==> src/rtl/vector_sequencer.sv <==
// Vector command sequencer: accepts one command at a time and steps the element datapath.
// Latency: 1 cycle for vsetvli/unknown/vl=0, 1+vl for elementwise (vload 2), 2+vl for reductions.
// Backpressure: cmd_ready only in IDLE; RESP holds rsp_valid and payload until rsp_ready.
module vector_sequencer #(
  parameter int VLMAX = 8
) (
  input  logic        clk,
  input  logic        reset,
  input  logic        cmd_valid,
  output logic        cmd_ready,
  input  logic [9:0]  cmd_payload_function_id,
  input  logic [31:0] cmd_payload_inputs_0,
  input  logic [31:0] cmd_payload_inputs_1,
  output logic        rsp_valid,
  input  logic        rsp_ready,
  output logic [31:0] rsp_payload_outputs_0,
  output logic [4:0]  dp_opcode,
  output logic [4:0]  dp_vd,
  output logic [4:0]  dp_vs1,
  output logic [4:0]  dp_vs2,
  output logic [7:0]  dp_imm,
  output logic [3:0]  dp_elem,
  output logic        dp_elem_valid,
  output logic        dp_wb_en,
  output logic        dp_first,
  input  logic [31:0] dp_result,
  output logic [3:0]  vl
);

  localparam logic [4:0]  OP_VSETVLI = 5'h17;
  localparam logic [4:0]  OP_VLOAD   = 5'h07;
  localparam logic [4:0]  OP_VADDVI  = 5'h15;
  localparam logic [4:0]  OP_VMUL    = 5'h04;
  localparam logic [4:0]  OP_VACC    = 5'h0D;
  localparam logic [4:0]  OP_VBACC   = 5'h1D;
  localparam logic [31:0] VLMAX_W    = 32'(VLMAX);
  localparam logic [3:0]  VLMAX_4    = 4'(VLMAX);

  typedef enum logic [1:0] {IDLE, EXEC, DRAIN, RESP} state_t;

  state_t      state_q, state_d;
  logic [3:0]  vl_q, vl_d;
  logic [4:0]  op_q, op_d, vd_q, vd_d, vs1_q, vs1_d, vs2_q, vs2_d;
  logic [7:0]  imm_q, imm_d;
  logic [3:0]  elem_q, elem_d;
  logic [3:0]  rem_q, rem_d;     // EXEC cycles still to issue, including the current one
  logic        first_q, first_d;
  logic [31:0] rsp_q, rsp_d;
  logic        is_reduce;

  // Upper immediate bits carry no meaning for this sequencer.
  wire unused_in1 = &{1'b0, cmd_payload_inputs_1[31:8]};

  assign is_reduce = (op_q == OP_VACC) || (op_q == OP_VBACC);

  // State and datapath-field registers; reset aborts any operation in flight.
  always_ff @(posedge clk or posedge reset) begin
    if (reset) begin
      state_q <= IDLE;
      vl_q    <= '0;
      op_q    <= '0;
      vd_q    <= '0;
      vs1_q   <= '0;
      vs2_q   <= '0;
      imm_q   <= '0;
      elem_q  <= '0;
      rem_q   <= '0;
      first_q <= 1'b0;
      rsp_q   <= '0;
    end else begin
      state_q <= state_d;
      vl_q    <= vl_d;
      op_q    <= op_d;
      vd_q    <= vd_d;
      vs1_q   <= vs1_d;
      vs2_q   <= vs2_d;
      imm_q   <= imm_d;
      elem_q  <= elem_d;
      rem_q   <= rem_d;
      first_q <= first_d;
      rsp_q   <= rsp_d;
    end
  end

  // Command decode, element stepping and response capture.
  always_comb begin
    state_d = state_q;
    vl_d    = vl_q;
    op_d    = op_q;
    vd_d    = vd_q;
    vs1_d   = vs1_q;
    vs2_d   = vs2_q;
    imm_d   = imm_q;
    elem_d  = elem_q;
    rem_d   = rem_q;
    first_d = first_q;
    rsp_d   = rsp_q;
    case (state_q)
      IDLE: begin
        if (cmd_valid) begin
          op_d  = cmd_payload_function_id[9:5];
          vd_d  = cmd_payload_function_id[4:0];
          vs1_d = cmd_payload_inputs_0[4:0];
          vs2_d = cmd_payload_inputs_1[4:0];
          imm_d = cmd_payload_inputs_1[7:0];
          rsp_d = '0;
          case (cmd_payload_function_id[9:5])
            OP_VSETVLI: begin
              vl_d    = (cmd_payload_inputs_0 > VLMAX_W) ? VLMAX_4 : cmd_payload_inputs_0[3:0];
              rsp_d   = {28'd0, vl_d};
              state_d = RESP;
            end
            OP_VLOAD: begin
              elem_d  = cmd_payload_inputs_1[3:0];
              rem_d   = 4'd1;
              first_d = 1'b1;
              state_d = EXEC;
            end
            OP_VADDVI, OP_VMUL, OP_VACC, OP_VBACC: begin
              if (vl_q == 4'd0) begin
                state_d = RESP;
              end else begin
                elem_d  = '0;
                rem_d   = vl_q;
                first_d = 1'b1;
                state_d = EXEC;
              end
            end
            default: state_d = RESP;
          endcase
        end
      end
      EXEC: begin
        first_d = 1'b0;
        rem_d   = rem_q - 4'd1;
        if (rem_q == 4'd1) begin
          state_d = is_reduce ? DRAIN : RESP;
        end else begin
          elem_d = elem_q + 4'd1;
        end
      end
      DRAIN: begin
        rsp_d   = dp_result;
        state_d = RESP;
      end
      RESP: begin
        if (rsp_ready) state_d = IDLE;
      end
      default: state_d = IDLE;
    endcase
  end

  assign cmd_ready             = (state_q == IDLE);
  assign rsp_valid             = (state_q == RESP);
  assign rsp_payload_outputs_0 = rsp_q;
  assign dp_opcode             = op_q;
  assign dp_vd                 = vd_q;
  assign dp_vs1                = vs1_q;
  assign dp_vs2                = vs2_q;
  assign dp_imm                = imm_q;
  assign dp_elem               = elem_q;
  assign dp_elem_valid         = (state_q == EXEC);
  assign dp_wb_en              = (state_q == EXEC) && !is_reduce;
  assign dp_first              = (state_q == EXEC) && first_q;
  assign vl                    = vl_q;

endmodule

==> config.mk <==
export PLATFORM = sky130hd
export DESIGN_NAME = vector_sequencer
export DESIGN_NICKNAME = d
export VERILOG_FILES = /design/src/rtl/vector_sequencer.sv
export SDC_FILE = /design/constraint.sdc
export NUM_CORES = 1
export LEC_CHECK = 0
export BUFFER_PORTS_ARGS = -buffer_cell sky130_fd_sc_hd__buf_2
export CAP_MARGIN = 40
export CORE_MARGIN = 4
export CORE_UTILIZATION = 47
export DETAILED_ROUTE_END_ITERATION = 12
export PLACE_DENSITY = 0.93
export SYNTH_ARGS = -nofsm -noshare
export SYNTH_HDL_FRONTEND = slang
export SYNTH_SLANG_ARGS = --single-unit
==> constraint.sdc <==
create_clock -name clk -period 4.3 [get_ports clk]
set_input_delay 0.645 -clock clk [delete_from_list [all_inputs] [get_ports clk]]
set_output_delay 0.645 -clock clk [all_outputs]
set_load 0.005 [all_outputs]
==> reports/results.ini <==
[synth]
synth_cell_types = 48
synth_edf_count = 0
yosys_most_used_dff = dfrtp_1
async_flop_share_pct = 100.0
synth_seq_cells = 70
ys_warn_count = 0
ys_seq_area_share_pct = 55.82
syn_nets = 389
netlist_area_um2 = 3138
synth.avg_cell_area_um2 = 11.54
syn_inst = 272

[timing]
setup_violations = 0
max_freq_mhz = 345.7
final_max_slew_viol_count = 0
slew_headroom_pct = 44.54
finalCriticalPeriod_ns = 2.893
grt_setup_unrepaired = false
worst_pin_slew_ns = 0.8307
tns_ns = 0
skew_ns = 0.01100
finalCritPeriodShare_pct = 67.27
setup_ws_ns = 1.407
hold_violations = 0

[clock_tree]
clk_latency_ns = 0.34
cts_setup_buffers = 0
clkTransAtPathRegs_ns = 0.08
htreeDepth = 3
hold_buffers = 0
ctsRootBufferMaster = clkbuf_8
cts_buffer_depth = 2
cts_buffers = 9
clock-sinks = 70
ctsResizeCount = 0
tritoncts = yes

[route]
drt_wl_total_um = 8580
num_vias = 2776
viasPerCell = 5.475
avgRoutedWirePerCell_um = 16.92
first_pass_iters = 4
drc = 0
drtAntennaViolNets = 0
drt-initial-drc-count = 174

[pwr]
p_sw_mw = 1.099
ir_worst_vdd_v = 0.0003899
power_frac_comb_pct = 43.2
switching_share_pct = 36.11
power_mw = 3.042
p_per_area_nw_per_um2 = 721.3
intPower_mw = 1.944
pwr-share-seq_pct = 37.3
power_frac_clock_pct = 19.5
power.static_leakage_nw = 2.179

[final_layout]
num_antenna_cells = 0
final_area_um2 = 4218
areaGrowthSynthToFinish_pct = 34.41
stdcell_count = 507
n_fill_cell = 528
final_layout_size_suffix_gt1_share_pct = 47.21
final_nets = 542

[die]
coreArea_um2 = 6422
die_y_um = 89.71
rows = 29
dieArea_um2 = 8048
die_w_um = 89.71
start_util_pct = 48.86
io_pins = 183

[global_routing]
grt_pass1_vias = 2850
grt_pass1_wl_um = 14100
grt_max_degree = 41
grt_remaining_overflow = 0
antenna_found_initial = 0
gr-usage-all-layers_pct = 21.42

[placed_design]
dp_slack_ns = 1.750
place_area_um2 = 3994
dp_hpwl_um = 6645
place_inst = 491
gp_congestion = 0.7764
io_buffer_count = 158

[critical_path]
cp_max_fo = 15
worst_setup_path_end_kind = primary output
worst_path_max_delay_cell = ha_1
cp-start-kind = flop
cp_cell_sequence = inv_1, ha_1, inv_1, a41oi_1, buf_2
crit_type = flop to primary output
critPathMostFrequentCell = inv_1
cp.required_ns = 3.65
slowest_delay_ns = 0.49
cp.arrival_ns = 2.25

[flow_run]
drv_cap = 0

[min_path]
hold_class = input pin to asynchronous set/reset pin

[outcome]
status = finished clean

[cell families (layout without fill, tap and decap cells)]
group	Yosys count	in the layout	synth area share, %
compound gates	83	83	19.06
fa+ha+maj	7	7	2.791
flops	70	70	55.82
buf+inv	34	192	4.944
mux	21	21	7.496
simple gates	57	57	9.889
[synthesized netlist by cell type, types with 2 or more instances]
master,instances,share of area (%)
o21ai_1,9,1.4
dfrtp_1,70,56
ha_1,7,2.8
o21a_1,3,0.72
o22a_1,2,0.56
buf_4,6,1.4
a21oi_1,8,1.3
clkbuf_1,10,1.2
nor3_1,4,0.64
o31ai_1,4,0.96
a31oi_1,4,0.80
a211oi_1,4,0.96
and2_1,2,0.40
nor4_1,8,1.6
mux2_2,19,6.8
o21ai_0,10,1.6
a41oi_1,2,0.56
a22o_1,28,7.8
nor2_1,8,0.96
buf_2,4,0.64
inv_1,13,1.6
nand2_1,20,2.4
nor2b_1,2,0.40
[power by group through the flow]
stage | combinational (mW) | clock (mW) | sequential, mW
after floorplan | 0.769 | 0 | 1.14
after global placement | 1.20 | 0 | 1.11
after detailed placement | 1.32 | 0 | 1.14
after CTS | 1.33 | 0.606 | 1.13
after global routing | 1.44 | 0.636 | 1.17
final | 1.31 | 0.593 | 1.13
[cells in the final DEF, fill, tap and decap left out, types with 4 or more instances in the layout]
cell type,instances
nor4_1,8
o21ai_0,10
o31ai_1,4
a31oi_1,4
nor3_1,4
dfrtp_1,70
clkbuf_8,10
a22o_1,28
nor2_1,8
a21oi_1,8
a211oi_1,4
inv_1,12
mux2_2,19
nand2_1,20
buf_2,159
o21ai_1,9
ha_1,7
[per-layer routing]
| metal | vias up | track usage, % | wire length [um] |
|---|---|---|---|
| met2 | 89 | 38.03 | 4659 |
| li1 | 1305 | - | - |
| met1 | 1361 | 25.01 | 3249 |
| met5 | - | 0 | 0 |
| met3 | 21 | 3.923 | 425 |
| met4 | 0 | 10.22 | 246 |
[critical path, delay by kind of cell, from the launching register on]
family          cells  cell delay, ns
buf+inv             3            0.61
flops               1            0.43
fa+ha+maj           1            0.49
compound gates      1            0.37
[worst paths after layout]
kind | from | end | slack, ns | cells past startpoint
worst max register to register | state_q[1] | dp_elem[2] | 1.69 | 6
max in group asynchronous | reset | rsp_payload_outputs_0[3] | 2.91 | 3
worst min register to register | rsp_payload_outputs_0[3] | rsp_payload_outputs_0[3] | 0.49 | 2
min in group clk | rsp_payload_outputs_0[3] | rsp_payload_outputs_0[3] | 0.49 | 2
worst max-delay path | state_q[1] | dp_wb_en | 1.41 | 5
worst min-delay path | reset | rsp_payload_outputs_0[18] | 0.47 | 2
[metrics by stage]
| stage | util [%] | hold slack, ns |
|---|---|---|
| 2_1_floorplan | - | 0.4713 |
| 3_3_place_gp | 61.45 | 0.4585 |
| 3_5_place_dp | 62.19 | 0.4701 |
| 4_1_cts | 65.67 | 0.4918 |
| 5_1_grt | 65.67 | 0.5031 |
| 6_report | 65.67 | 0.4661 |
[flip-flops by register name, indices dropped and copies added, names as in the netlist]
signal and cells:
rsp_payload_outputs_0 32, dp_opcode 5, dp_vd 5, dp_vs1 5, dp_elem 4, dp_imm 4, dp_vs2 4, rem_q 4
vl 4, state_q 2, first_q 1
[final cells by class]
type,count,area [um2],area share (%)
Inverter,13,48.80,1.157
Clock inverter,5,82.58,1.958
Clock buffer,11,141.4,3.352
Sequential cell,70,1752,41.53
Multi-Input combinational cell,168,1244,29.49
Timing Repair Buffer,163,853.3,20.23
Tap cell,77,96.34,2.284
(Power assumes the default switching activity.)
